--- config.mk ---
export PLATFORM = sky130hd
export DESIGN_NAME = fifo_param_ctrl_flat
export DESIGN_NICKNAME = d
export VERILOG_FILES = /design/src/rtl/fifo_param_ctrl_if.sv /design/src/rtl/fifo_param_ctrl.sv /design/src/flat_wrapper.sv
export SDC_FILE = /design/constraint.sdc
export NUM_CORES = 1
export LEC_CHECK = 0
export ABC_CLOCK_PERIOD_IN_PS = 4300
export CAP_MARGIN = 20
export CORE_MARGIN = 1
export CORE_UTILIZATION = 45
export DETAILED_ROUTE_END_ITERATION = 7
export GPL_TIMING_DRIVEN = 0
export PLACE_DENSITY_LB_ADDON = 0.2
export SYNTH_ARGS = -nofsm -noshare
export SYNTH_HDL_FRONTEND = slang
export SYNTH_SLANG_ARGS = --single-unit
--- constraint.sdc ---
create_clock -name clk -period 4.3 [get_ports clk]
set_input_delay 0.645 -clock clk [delete_from_list [all_inputs] [get_ports clk]]
set_output_delay 0.645 -clock clk [all_outputs]
set_load 0.1 [all_outputs]
--- src/rtl/fifo_param_ctrl_if.sv ---
// Handshake and status bundle between a FIFO client and fifo_param_ctrl.
// The master drives requests and thresholds; the slave side is the FIFO itself.
interface fifo_param_ctrl_if #(
    parameter int WORD_SIZE = 10,
    parameter int PTR       = 3
);
    logic                 fifo_wr;
    logic                 fifo_rd;
    logic [WORD_SIZE-1:0] fifo_data_in;
    logic [PTR-1:0]       full_threshold;
    logic [PTR-1:0]       empty_threshold;
    logic                 err_clr;
    logic [WORD_SIZE-1:0] fifo_data_out;
    logic                 fifo_full;
    logic                 fifo_empty;
    logic                 almost_full;
    logic                 almost_empty;
    logic [PTR:0]         fifo_count;
    logic [1:0]           error;

    modport master (
        output fifo_wr, fifo_rd, fifo_data_in, full_threshold, empty_threshold, err_clr,
        input  fifo_data_out, fifo_full, fifo_empty, almost_full, almost_empty, fifo_count, error
    );

    modport slave (
        input  fifo_wr, fifo_rd, fifo_data_in, full_threshold, empty_threshold, err_clr,
        output fifo_data_out, fifo_full, fifo_empty, almost_full, almost_empty, fifo_count, error
    );
endinterface

--- src/rtl/fifo_param_ctrl.sv ---
// Parametrised synchronous FIFO with threshold flags, occupancy count and sticky errors.
// Latency: FWFT=0 read data one cycle after rd; FWFT=1 head word visible the cycle after its write.
// Backpressure: writes to a full FIFO are dropped (overflow), reads of an empty FIFO ignored (underflow).
module fifo_param_ctrl #(
    parameter int WORD_SIZE = 10,
    parameter int MEM_SIZE  = 8,
    parameter int PTR       = 3,
    parameter int FWFT      = 0
) (
    input logic              clk,
    input logic              reset,
    fifo_param_ctrl_if.slave bus
);
    localparam logic [PTR:0]   FULL_CNT = (PTR+1)'(MEM_SIZE);
    localparam logic [PTR:0]   CNT_ONE  = (PTR+1)'(1);
    localparam logic [PTR-1:0] PTR_ONE  = PTR'(1);

    logic [WORD_SIZE-1:0] mem [MEM_SIZE];
    logic [PTR-1:0]       wr_ptr;
    logic [PTR-1:0]       rd_ptr;
    logic [PTR:0]         count;
    logic [1:0]           error_q;
    logic                 full;
    logic                 empty;
    logic                 rd_acc;
    logic                 wr_acc;
    logic                 ovf;
    logic                 unf;

    assign full   = (count == FULL_CNT);
    assign empty  = (count == '0);
    assign rd_acc = bus.fifo_rd & ~empty;
    // A read on a full FIFO frees the slot the concurrent write lands in.
    assign wr_acc = bus.fifo_wr & (~full | rd_acc);
    assign ovf    = bus.fifo_wr & full & ~rd_acc;
    assign unf    = bus.fifo_rd & empty;

    always_ff @(posedge clk or posedge reset) begin
        if (reset) begin
            wr_ptr  <= '0;
            rd_ptr  <= '0;
            count   <= '0;
            error_q <= 2'b00;
        end else begin
            if (wr_acc) wr_ptr <= wr_ptr + PTR_ONE;
            if (rd_acc) rd_ptr <= rd_ptr + PTR_ONE;
            case ({wr_acc, rd_acc})
                2'b10:   count <= count + CNT_ONE;
                2'b01:   count <= count - CNT_ONE;
                default: count <= count;
            endcase
            // A new fault in the same cycle as err_clr leaves its bit set.
            error_q <= (bus.err_clr ? 2'b00 : error_q) | {ovf, unf};
        end
    end

    always_ff @(posedge clk) begin
        if (wr_acc && !reset) mem[wr_ptr] <= bus.fifo_data_in;
    end

    generate
        if (FWFT != 0) begin : g_fwft
            assign bus.fifo_data_out = mem[rd_ptr];
        end else begin : g_reg
            logic [WORD_SIZE-1:0] dout_q;
            always_ff @(posedge clk or posedge reset) begin
                if (reset)       dout_q <= '0;
                else if (rd_acc) dout_q <= mem[rd_ptr];
            end
            assign bus.fifo_data_out = dout_q;
        end
    endgenerate

    assign bus.fifo_full    = full;
    assign bus.fifo_empty   = empty;
    assign bus.fifo_count   = count;
    assign bus.error        = error_q;
    assign bus.almost_full  = (bus.full_threshold != '0) &&
                              (count >= {1'b0, bus.full_threshold}) && !full;
    assign bus.almost_empty = !empty && (count <= {1'b0, bus.empty_threshold});
endmodule

--- src/flat_wrapper.sv ---
// flat-port wrapper written by rule: the top's interface ports become plain ports
module fifo_param_ctrl_flat 
#(
    parameter int WORD_SIZE = 10,
    parameter int MEM_SIZE  = 8,
    parameter int PTR       = 3,
    parameter int FWFT      = 0
)
  (clk, reset, bus_fifo_wr, bus_fifo_rd, bus_fifo_data_in, bus_full_threshold, bus_empty_threshold, bus_err_clr, bus_fifo_data_out, bus_fifo_full, bus_fifo_empty, bus_almost_full, bus_almost_empty, bus_fifo_count, bus_error);
  fifo_param_ctrl_if #(.WORD_SIZE(WORD_SIZE), .PTR(PTR)) bus_i ();
  input logic clk;
  input logic reset;
  input wire logic [$bits(bus_i.fifo_wr)-1:0] bus_fifo_wr;
  input wire logic [$bits(bus_i.fifo_rd)-1:0] bus_fifo_rd;
  input wire logic [$bits(bus_i.fifo_data_in)-1:0] bus_fifo_data_in;
  input wire logic [$bits(bus_i.full_threshold)-1:0] bus_full_threshold;
  input wire logic [$bits(bus_i.empty_threshold)-1:0] bus_empty_threshold;
  input wire logic [$bits(bus_i.err_clr)-1:0] bus_err_clr;
  output wire logic [$bits(bus_i.fifo_data_out)-1:0] bus_fifo_data_out;
  output wire logic [$bits(bus_i.fifo_full)-1:0] bus_fifo_full;
  output wire logic [$bits(bus_i.fifo_empty)-1:0] bus_fifo_empty;
  output wire logic [$bits(bus_i.almost_full)-1:0] bus_almost_full;
  output wire logic [$bits(bus_i.almost_empty)-1:0] bus_almost_empty;
  output wire logic [$bits(bus_i.fifo_count)-1:0] bus_fifo_count;
  output wire logic [$bits(bus_i.error)-1:0] bus_error;
  assign bus_i.fifo_wr = bus_fifo_wr;
  assign bus_i.fifo_rd = bus_fifo_rd;
  assign bus_i.fifo_data_in = bus_fifo_data_in;
  assign bus_i.full_threshold = bus_full_threshold;
  assign bus_i.empty_threshold = bus_empty_threshold;
  assign bus_i.err_clr = bus_err_clr;
  assign bus_fifo_data_out = bus_i.fifo_data_out;
  assign bus_fifo_full = bus_i.fifo_full;
  assign bus_fifo_empty = bus_i.fifo_empty;
  assign bus_almost_full = bus_i.almost_full;
  assign bus_almost_empty = bus_i.almost_empty;
  assign bus_fifo_count = bus_i.fifo_count;
  assign bus_error = bus_i.error;
  fifo_param_ctrl #(.WORD_SIZE(WORD_SIZE), .MEM_SIZE(MEM_SIZE), .PTR(PTR), .FWFT(FWFT)) u_core (.clk(clk), .reset(reset), .bus(bus_i));
endmodule
After elaboration in Yosys (flattened, before gate mapping):

Memory sizes are Yosys's and may differ from the RTL's. A register that Yosys moved wholly into a read port is not among the register bits.
Index checks and enable logic that the tools add are counted.

* bits in registers: 12
* RAM bits: 80
* output and inout bits: 20
* memories: 1

Memory list
* u_core.mem: depth 8, width 10, rd ports 1, clocked after memory_dff 1, wr ports 1, RTL line fifo_param_ctrl.sv:18 `logic [WORD_SIZE-1:0] mem [MEM_SIZE];`

* add/sub/neg operators: 4
* order comparisons: 2
* equality and inequality tests: 3
* mux-type cells: 4
* bitwise gates (word level): 10
* reduce and logical (&&, ||, !) cells: 10

Operators with widths (number)
* 4-bit case mux with 2 select lines: 1
* 3-bit by 1-bit adder with 3-bit output, second input constant: 2
* 1-bit AND: 5
* 4-bit by 1-bit adder with 4-bit output, second input constant: 1
* 4-bit equality test, second input constant: 1
* 4-bit by 3-bit greater-or-equal comparator with 1-bit output: 1
* 4-bit by 3-bit <= comparator with 1-bit output: 1
* 1-bit logical AND: 4
* 4-bit zero test: 1
* 4-bit by 1-bit subtractor with 4-bit output, second input constant: 1
* 1-bit zero test: 3
* 1-bit NOT: 3
* 3-bit nonzero test: 1
* 2-bit by 1-bit equality test with 1-bit output, second input constant: 1
* 2-bit equality test, second input constant: 1
* 1-bit 2-to-1 mux: 2
* 2-bit 2-to-1 mux: 1
* 2-bit bitwise OR: 1
* 2-bit nonzero test: 1
* 1-bit bitwise OR: 1

Depth between registers and ports, before layout:

* depth after elaboration: 8
* depth in mapped cells: 8
* gate-level depth less buffers: 7

Worst setup path after synthesis:

No wires, ideal clock.

* path kind: reg-to-output
* start: reg u_core.count[2] (netlist: u_core.bus.fifo_count[2])
* end: out bus_almost_full
* arrival: 4.042 ns
* path slack: -0.387 ns
* cell stages (with the launch flop): 5
* cell sequence: dfrtp_1 or4b_1 buf_6 inv_1 nor3_1

* cells in the longest elaborated chain, start to end: 3
* elaborated cells on any way between the ends: 5
* classes of those cells: order compare (1); eq/ne (1); reduce/logical (3)

RTL lines
* from (decl): RTL line fifo_param_ctrl.sv:21 `logic [PTR:0] count;`
* from (signal assigned): RTL line fifo_param_ctrl.sv:48 `2'b10: count <= count + CNT_ONE;`
* from (signal assigned): RTL line fifo_param_ctrl.sv:49 `2'b01: count <= count - CNT_ONE;`
* from (signal assigned): RTL line fifo_param_ctrl.sv:50 `default: count <= count;`
* 4-bit equality test: RTL line fifo_param_ctrl.sv:30 `assign full = (count == FULL_CNT);`
* net bus_fifo_full: RTL line flat_wrapper.sv:20 `output wire logic [$bits(bus_i.fifo_full)-1:0] bus_fifo_full;`
* 1-bit zero test: RTL line fifo_param_ctrl.sv:79 `(count >= {1'b0, bus.full_threshold}) && !full;`
* 1-bit logical AND: RTL line fifo_param_ctrl.sv:79
* to (decl): RTL line flat_wrapper.sv:22 `output wire logic [$bits(bus_i.almost_full)-1:0] bus_almost_full;`

The timed path passes the listed nets, and every way through them passes these cells.

Worst setup path after layout:

* start: in bus_empty_threshold[1]
* end: out bus_almost_empty

* cells in the longest elaborated chain, start to end: 2

RTL lines
* from (decl): RTL line flat_wrapper.sv:17 `input wire logic [$bits(bus_i.empty_threshold)-1:0] bus_empty_threshold;`
* 4-bit by 3-bit <= comparator with 1-bit output: RTL line fifo_param_ctrl.sv:80 `assign bus.almost_empty = !empty && (count <= {1'b0, bus.empty_threshold});`
* 1-bit logical AND: RTL line fifo_param_ctrl.sv:80
* to (decl): RTL line flat_wrapper.sv:23 `output wire logic [$bits(bus_i.almost_empty)-1:0] bus_almost_empty;`

Every way passes these cells.

==> impl_metrics.yaml <==
synthesis:
  ys_ff_latch: 102
  synth_area_leaders: "edfxtp_1 56%, dfrtp_1 13%, mux2_2 5.2%"
  synth_top_cell_by_area: "edfxtp_1"
  syn-num-nets: 313
  yosys-top-cells-count: "80 x edfxtp_1, 22 x dfrtp_1, 21 x mux2i_1, 21 x nand2_1, 20 x mux2_2"
  postSynthCellCount: 283
  synth_area_um2: 4310
  ys_types: 37
  yosys.area.top_type_share_pct: 55.7
  async_reset_ff_share_pct: 21.6
  seq_area_frac_synth_pct: 68.4
  synth_warnings: 0
  synth-edff-count: 80
  synth_area_per_cell_um2: 15.2
  synthFlopType: "edfxtp_1"
  yosysMostFrequentCell: "edfxtp_1"
sta:
  setup_violations: 0
  tightest_slew_ns: 1.06
  tns_ns: 0
  rsz0062_at_grt: "false"
  hold_viol_final: 0
  clock_skew_ns: 0.0153
  worst_slack_ns: 0.531
  finalCriticalPeriod_ns: 3.77
  slew_viol_final: 0
  max_freq_mhz: 265
  relSlewSlack_pct: 29.1
  fin_crit_sh_pct: 87.7
power_and_ir_drop:
  p_switching_mw: 1.66
  p_leak_nw: 1.86
  p_clk_share_pct: 16.1
  p_total_mw: 3.70
  p_per_area_nw_per_um2: 721
  swShare_pct: 44.9
  ir_drop_uv: 385
  combinationalPowerShare_pct: 47.7
  internal_power_mw: 2.04
  p_seq_share_pct: 36.3
grt:
  grt_max_degree: 24
  overflow: 0
  grt_pass1_vias: 2458
  antenna_found_initial: 0
  track_usage_pct: 17.6
  grt_pass1_wl_um: 12900
min_path:
  hold_depth: 2
  hp-class: "reg -> reg"
  hold_path.startpoint: "u_core.bus.fifo_data_out[4]"
  worstHoldEndpoint: "u_core.bus.fifo_data_out[4]"
cells_and_area:
  area_growth_pct: 19.1
  antenna_cells: 0
  nets: 366
  final_area_um2: 5140
  final_util_pct: 55.3
  fillers: 767
  drive_gt1_share_pct: 19.6
setup_path:
  worstSetupEndpointType: "output port"
  worstSetupPathType: "in -> out"
  worstPathArrival_ns: 3.12
  critPathMaxFanout: 2
  rr_worst_depth: 5
  reg2reg_slack_ns: 1.82
  startpoint_type: "primary input"
  rr_endpoint: "u_core.mem[2][9]"
  cp_data_required_time_ns: 3.65
  crit_start: "bus_empty_threshold[1]"
  r2r_start: "u_core.bus.fifo_count[3]"
place:
  placed_cell_area_um2: 4940
  dp_hpwl_um: 5510
  dp_slack_ns: 0.528
  io_buffers: 38
  gp_congestion: 0.737
clock_tree:
  cts_num_sinks: 102
  clockBufferDepth: 2
  htree_levels: 3
  cts_resized: 0
  postCtsSetupBuffers: 0
  cts_hold_buffers: 0
  cts_tree: "built"
  clock_latency_ns: 0.36
  clockRootBuffer: "clkbuf_8"
  cts_buffers: 9
  path_clk_slew_ns: 0.09
routing:
  dr_total_vias: 2462
  antenna_left: 0
  first_iter_violations: 123
  wl_per_cell_um: 17.2
  totalWireLength_um: 8110
  vias_per_cell: 5.24
  first_pass_iters: 4
  drc_errors: 0
die:
  coreArea_um2: 9280
  rows: 35
  die_w_um: 99.9
  dieArea_um2: 9980
  start_util_pct: 46.5
  pin_count: 41
  dieHeight_um: 99.9
run:
  drv_cap: 0
run_status:
  outcome: "finished clean"
worst max-delay path by stage:
| stage | endpoint | slack, ns | depth (start not counted) |
|---|---|---|---|
| floorplan | bus_almost_empty | 0.07 | 2 |
| global placement | u_core.mem[5][3] | 0.37 | 4 |
| detailed placement | bus_almost_empty | 0.53 | 8 |
| CTS | bus_almost_empty | 0.51 | 8 |
| global route | bus_almost_empty | 0.36 | 8 |
| finish | bus_almost_empty | 0.53 | 8 |
state kept, by name, summed over array words and instances (netlist names):
register                  count
u_core.bus.fifo_data_out     10
u_core.rd_ptr                 3
u_core.bus.fifo_count         4
u_core.mem                   80
u_core.bus.error              2
u_core.wr_ptr                 3
layout by cell type (no fill, tap or decap), types with 5 or more instances in the layout:
master           count
mux2i_1             21
dfrtp_1             19
edfxtp_1            80
o22ai_1             10
ha_1                 9
a221o_1             10
clkdlybuf4s50_1     38
inv_1               11
o21ai_0             13
mux2_2              20
buf_2                5
buf_6                6
clkbuf_8            10
nand2_1             21
xnor2_1              5
worst max-delay path, stage by stage:
cell	delay (ns)
clkdlybuf4s50_1	0.45
inv_1	0.04
ha_1	0.28
nor2b_1	0.13
o21ai_0	0.14
a32oi_1	0.09
nor3_1	0.19
clkdlybuf4s50_1	1.16
kinds of logic (layout without fill, tap and decap cells):
kind of cell / count (synthesis) / after routing / synth area share, %
simple gates: 55 / 55 / 7.02
mux: 41 / 41 / 10.1
xor+xnor: 5 / 5 / 1.02
flops: 102 / 102 / 68.4
fa+ha+maj: 9 / 9 / 2.61
compound gates: 46 / 46 / 7.71
buf+inv: 25 / 83 / 3.10
through the flow:
stage          hold slack, ns  std cells
2_1_floorplan           0.483        283
3_3_place_gp            0.462        450
3_5_place_dp            0.472        454
4_1_cts                 0.494        470
5_1_grt                 0.521        470
6_report                0.485        470
power groups by stage:
stage               clock network, mW  logic [mW]  registers (mW)
finish                          0.595        1.76            1.34
global route                    0.643        1.87            1.36
CTS                             0.605        1.78            1.34
detailed placement                  0        1.78            1.36
global placement                    0        1.74            1.36
floorplan                           0       0.847            1.83
layout make-up:
type | instances | area, um^2 | area share [%]
timing repair buffer | 42 | 422 | 8.21
inverter | 11 | 41.3 | 0.804
sequential | 102 | 2960 | 57.6
multi-input combinational | 156 | 1260 | 24.6
buffer | 14 | 92.6 | 1.80
tap | 129 | 161 | 3.14
clock buffer | 10 | 138 | 2.68
clock inverter | 6 | 62.6 | 1.22
routing by layer:
layer  global-route usage (%)  part of all wire [%]  up-vias
met5                        0                     0        -
met4                     6.45                  0.75        0
met3                     2.99                   4.1        6
met2                     29.2                    49       59
met1                     23.5                    46     1211
li1                         -                     -     1186
No activity file was read; power rests on OpenSTA's default activity.
